## config.mk

```make
export PLATFORM = sky130hd
export DESIGN_NAME = regfile_wr_arbiter
export DESIGN_NICKNAME = d
export VERILOG_FILES = /design/src/rtl/regfile_wr_arbiter_pkg.sv /design/src/rtl/regfile_wr_arbiter.sv
export SDC_FILE = /design/constraint.sdc
export NUM_CORES = 1
export LEC_CHECK = 0
export BUFFER_PORTS_ARGS = -buffer_cell sky130_fd_sc_hd__buf_4
export CORE_ASPECT_RATIO = 0.75
export CORE_MARGIN = 10
export CORE_UTILIZATION = 45
export CTS_CLUSTER_DIAMETER = 100
export DETAILED_ROUTE_END_ITERATION = 6
export PLACE_DENSITY_LB_ADDON = 0.08
export SLEW_MARGIN = 20
export SYNTH_ARGS = -nofsm -noshare
export SYNTH_HDL_FRONTEND = slang
export SYNTH_SLANG_ARGS = --single-unit
```

## constraint.sdc

```tcl
create_clock -name clk -period 2.4 [get_ports clk]
set_input_delay 0.24 -clock clk [delete_from_list [all_inputs] [get_ports clk]]
set_output_delay 0.24 -clock clk [all_outputs]
set_load 0.01 [all_outputs]
```

## src/rtl/regfile_wr_arbiter_pkg.sv

```systemverilog
// Shared types and constants for the register file write-port arbiter.
// Encodings for register widths, write polarity and arbiter states.
package regfile_wr_arbiter_pkg;

    localparam int REG_NUM_LOG2 = 5;
    localparam int REG_W = 32;

    typedef logic [REG_NUM_LOG2-1:0] reg_addr_t;
    typedef logic [REG_W-1:0] reg_data_t;

    localparam reg_data_t ZERO_WORD = '0;
    localparam logic WRITE_ENABLE = 1'b1;
    localparam logic WRITE_DISABLE = 1'b0;

    localparam int STARVE_LIMIT_DEF = 4;

    typedef enum logic {
        ARB_NORMAL = 1'b0,
        ARB_FORCE1 = 1'b1
    } arb_state_t;

endpackage

```

## src/rtl/regfile_wr_arbiter.sv

```systemverilog
// Shares the register file write port between write-back (priority)
// and a multi-cycle result source, with bounded starvation of the latter.
module regfile_wr_arbiter
    import regfile_wr_arbiter_pkg::*;
#(
    parameter int STARVE_LIMIT = STARVE_LIMIT_DEF,
    parameter int CNT_W = 4
) (
    input  logic      clk,
    input  logic      rst,
    input  logic      req0_valid,
    input  reg_addr_t req0_addr,
    input  reg_data_t req0_data,
    output logic      req0_ready,
    input  logic      req1_valid,
    input  reg_addr_t req1_addr,
    input  reg_data_t req1_data,
    output logic      req1_ready,
    output logic      we,
    output reg_addr_t waddr,
    output reg_data_t wdata,
    output logic      busy1
);

    localparam logic [CNT_W-1:0] LIMIT_M1 = CNT_W'(STARVE_LIMIT - 1);

    arb_state_t       state, state_n;
    logic [CNT_W-1:0] cnt, cnt_n;
    logic             force_act;
    logic             g0, g1;

    // FORCE1 only overrides priority while req1 actually has a result
    always_comb begin
        force_act  = (state == ARB_FORCE1) && req1_valid;
        req0_ready = !force_act;
        req1_ready = force_act || !req0_valid;
        g0         = req0_valid && req0_ready;
        g1         = req1_valid && req1_ready;
    end

    always_comb begin
        state_n = ARB_NORMAL;
        cnt_n   = '0;
        if (!force_act && req0_valid && req1_valid) begin
            if (cnt == LIMIT_M1) begin
                state_n = ARB_FORCE1;
            end else begin
                cnt_n = cnt + 1'b1;
            end
        end
    end

    always_ff @(posedge clk or posedge rst) begin
        if (rst) begin
            state <= ARB_NORMAL;
            cnt   <= '0;
        end else begin
            state <= state_n;
            cnt   <= cnt_n;
        end
    end

    // Writes to $0 are accepted but never reach the register file
    always_ff @(posedge clk or posedge rst) begin
        if (rst) begin
            we    <= WRITE_DISABLE;
            waddr <= '0;
            wdata <= ZERO_WORD;
        end else begin
            unique case (1'b1)
                g1: begin
                    we    <= (req1_addr != '0);
                    waddr <= req1_addr;
                    wdata <= req1_data;
                end
                g0: begin
                    we    <= (req0_addr != '0);
                    waddr <= req0_addr;
                    wdata <= req0_data;
                end
                default: we <= WRITE_DISABLE;
            endcase
        end
    end

    assign busy1 = (state == ARB_FORCE1);

endmodule
```

; Word level (Yosys, flattened, before mapping)
; Cells that the tools add are included.
[totals]
latchBits = 0
input_bits = 78
ff_bits = 43
romBits = 0
ram_bits = 0
n_memories = 0
out_inout_bits = 41
[classes]
n_shift = 0
n_reduce_logical = 10
div_mod_pow = 0
order_cmp = 0
add_sub_neg = 1
mux = 7
n_mul = 0
eq_ne = 1
n_bitwise = 0
[ops]
columns = op, n
row1 = $pmux 32 s2, 1
row2 = $pmux 5 s2, 1
row3 = $reduce_bool 5->1, 2
row4 = $mux 4, 2
row5 = $add 4x1->4 const B, 1
row6 = $eq 4x2->1 const B, 1
row7 = $logic_and 1x1->1, 4
row8 = $logic_not 1->1, 2
row9 = $mux 1, 2
row10 = $pmux 1 s2, 1
row11 = $reduce_bool 2->1, 1
row12 = $logic_or 1x1->1, 1

; Longest topological paths before layout
[depth]
ltp_word = 5
ltp_mapped = 5

; Worst setup path after synthesis
; No wires, ideal clock.
[synth_timing]
path_type = reg2out
start = reg state (netlist: busy1)
end = out req1_ready
stages_incl_launch_ff = 4
required_time_ns = 2.160
arrival_ns = 0.935
setup_slack_ns = 1.225
path_cell_list = dfrtp_1 -> a21boi_4 -> buf_2 -> inv_1
[synth_between]
elab_chain_cells = 2
[synth_lines]
columns = item, line_no
row1 = "start, declared", regfile_wr_arbiter.sv:27  ; arb_state_t state, state_n;
row2 = "start signal, assigned", regfile_wr_arbiter.sv:58  ; state <= state_n;
row3 = $logic_and 1x1->1, regfile_wr_arbiter.sv:34  ; force_act = (state == ARB_FORCE1) && req1_valid;
row4 = $logic_or 1x1->1, regfile_wr_arbiter.sv:36  ; req1_ready = force_act || !req0_valid;
row5 = "end, declared", regfile_wr_arbiter.sv:18  ; output logic req1_ready,
; No other way between the ends.

; Final worst setup path
; Ends and elaborated chain as after synthesis.

==> metrics.csv <==
metric;value;unit
crit_path_max_fanout;22;
fp.dieW;96.8;um
finalHoldViolations;0;
yosys.cell_count.top_type;sky130_fd_sc_hd__dfrtp_1;
worst-r2r-cell-count;3;
worstMarginPinSlew;0.892;ns
post_cts_hold_buffer_count;0;
setup.worst_path.class;flip-flop to output port;
fillers;325;
grt_use_total;15.1;%
avgViaCountPerCell;4.91;
avgRoutedWirePerCell;16.4;um
asyncSetResetFlopFracSynth;100;%
outcome;complete, no violations;
worst_ep_arrival_time;1.46;ns
drtIter0Drc;58;
io-pin-count;119;
synthesis.nets;267;
mappedNetlistArea;1990;um^2
grt_pass1_vias;1931;
worst_path_largest_cell_delay;0.49;ns
static-leakage-power;0.00157;uW
netlist.top_cell.by_area;sky130_fd_sc_hd__dfrtp_1;
fin_nets;383;
critical_path.slowest_cell;sky130_fd_sc_hd__a21boi_4;
vdd_drop_max;0.000385;V
syn_area_per_cell;10.6;um^2
cts_num_sinks;43;
grt_remaining_overflow;0;
grt_pass1_wl;9610;um
place.port_buffers;118;
starting_density;47.9;%
fp-row-count;20;
post_cts_repair_resize_count;0;
cts_setup_buffers;0;
worst-endpoint-required;2.16;ns
ys_seq_elements;43;
finalWorstSetupSlack;0.699;ns
setup-violations-final;0;
drt_pass1_iterations;4;
clock-root-buffer;sky130_fd_sc_hd__clkbuf_8;
maxCapViolations;0;
cts-buffers-inserted;5;
ant_nets;0;
die_h;77.6;um
finalMaxSlewViolations;0;
cp_cell_instances;a21boi_4, inv_1, buf_4;
core;4150;um^2
synthDistinctLibCells;21;
routabilityCongestion;0.777;
pre_cts_slack;0.910;ns
tritoncts_clock_tree;built;
die_area;7510;um^2
max_clock_freq;0.588;GHz
portion_of_synthesized_cell_area_occupied_by_the_leading_cell_type;54.1;%
synth_top_cells_by_count;sky130_fd_sc_hd__dfrtp_1, sky130_fd_sc_hd__nand2_1, sky130_fd_sc_hd__o21ai_0, sky130_fd_sc_hd__mux2i_1, sky130_fd_sc_hd__buf_2;
antenna_cell_count;0;
layout_area_growth_over_synthesis;51.2;%
via_count;1763;
grt_setup_unrepaired;no;
worstSkewPairLatency;0.29;ns
fin_tns_setup;0;ns
synthesis.yosys.warnings;0;
cp-start-kind;flip-flop;
powerDensity;552;nW/um^2
synthCells;188;
htree_levels;2;
synth_area_leaders;sky130_fd_sc_hd__dfrtp_1, sky130_fd_sc_hd__mux2i_1, sky130_fd_sc_hd__o21ai_0;
synth-seq-area-share;54.1;%
clock_skew;0.00276;ns
dpl.hpwl;4700;um
worst_slew_margin_rel;40.2;%
cts_buffer_depth;2;
layout_worst_path_cycle_share;70.9;%
rr_startpoint;busy1$_DFF_PP0_;
grt_start_max_net_pins;44;
cts.reportedPaths.clkPinSlew;0.08;ns
antenna_found_initial;0;
post-route-drc-count;0;
proportion_of_layout_cells_with_a_drive_suffix_above_1;43.1;%
yosys_most_used_dff;sky130_fd_sc_hd__dfrtp_1;
hold_path.class;primary input to async pin;
worstReg2RegEnd;wdata[9]$_DFFE_PP0P_;
r2r_setup_slk;0.92;ns
worst_setup_path_end_kind;output port;
synth-edff-count;0;
fin_crit;1.70;ns
totalWireLength;5900;um
-- cells by family after synthesis --
kind of cell / Yosys count / synth area share, %
flip-flops: 43 / 54.1
buffers and inverters: 16 / 4.53
multiplexers: 37 / 18.6
AO/OA/AOI/OAI: 42 / 11.4
XOR/XNOR: 2 / 0.880
AND/OR/NAND/NOR: 47 / 9.87
adder cells (fa/ha/maj): 1 / 0.628
-- worst max-delay path by stage --
stage,from,endpoint,slack (ns),cells after the start
6_report,busy1$_DFF_PP0_,req1_ready,0.70,3
3_5_place_dp,busy1$_DFF_PP0_,wdata[10]$_DFFE_PP0P_,0.91,3
4_1_cts,busy1$_DFF_PP0_,req1_ready,0.67,3
5_1_grt,busy1$_DFF_PP0_,req1_ready,0.62,3
2_1_floorplan,rst,busy1$_DFF_PP0_,1.16,1
3_3_place_gp,req1_valid,req0_ready,0.98,4
-- metrics by stage --
stage	instances	hold WS, ns	area (um^2)	total power [uW]	utilization, %
after global placement	352	0.368	2920	1210	70.3
after detailed placement	352	0.371	2920	1220	70.3
final	359	0.0308	3010	1660	72.4
after CTS	359	0.0536	3010	1680	72.4
after floorplan	188	0.357	1990	987	-
after global routing	359	0.0710	3010	1760	72.4
-- routing by layer --
layer	GRT usage (%)	vias up	routed length (um)
met3	5.75	5	428
met4	3.68	0	54
met5	0	-	0
met2	23.7	72	2740
li1	-	878	-
met1	19.3	808	2680
-- critical path: cells and delay by family, from the launching register on --
kind	cells	cell delay (ns)
DFF	1	0.43
AOI/OAI and AO/OA	1	0.49
buffers and inverters	2	0.25
-- power breakdown --
group	internal, uW	total, uW	switching [uW]
clock network	226	461	235
logic	215	380	165
registers	785	820	34.4
total	1230	1660	434
-- layout by cell type (no fill, tap or decap) --
| cell type | synthesis | routed |
|---|---|---|
| sky130_fd_sc_hd__xor2_1 | 1 | 1 |
| sky130_fd_sc_hd__o21ai_1 | 1 | 1 |
| sky130_fd_sc_hd__clkinv_1 | 0 | 1 |
| sky130_fd_sc_hd__inv_1 | 3 | 2 |
| sky130_fd_sc_hd__buf_4 | 1 | 120 |
| sky130_fd_sc_hd__dfrtp_1 | 43 | 43 |
| sky130_fd_sc_hd__or4_1 | 2 | 2 |
| sky130_fd_sc_hd__o311ai_1 | 1 | 1 |
| sky130_fd_sc_hd__o21ai_0 | 39 | 39 |
| sky130_fd_sc_hd__and3_1 | 1 | 1 |
| sky130_fd_sc_hd__xnor2_1 | 1 | 1 |
| sky130_fd_sc_hd__nand2_1 | 39 | 39 |
| sky130_fd_sc_hd__clkinv_2 | 0 | 1 |
| sky130_fd_sc_hd__a21boi_4 | 1 | 1 |
| sky130_fd_sc_hd__clkbuf_8 | 0 | 6 |
| sky130_fd_sc_hd__ha_1 | 1 | 1 |
| sky130_fd_sc_hd__mux2i_1 | 37 | 37 |
| sky130_fd_sc_hd__nand3_1 | 1 | 1 |
| sky130_fd_sc_hd__nor4_2 | 1 | 1 |
| sky130_fd_sc_hd__buf_12 | 0 | 2 |
| sky130_fd_sc_hd__nor2_1 | 3 | 3 |
-- sequential cells by signal, indices dropped and copies added, names as in the netlist --
register and count:
wdata 32, waddr 5, busy1 1, cnt 4
we 1
-- layout make-up --
type,instances,area [um^2],share of cell area [%]
Clock buffer,6,82.6,2.74
Clock inverter,1,5.00,0.166
Inverter,3,11.3,0.374
Multi-Input combinational cell,129,825,27.4
Sequential cell,43,1080,35.8
Tap cell,55,68.8,2.29
Timing Repair Buffer,122,941,31.3
(Power assumes the default switching activity.)
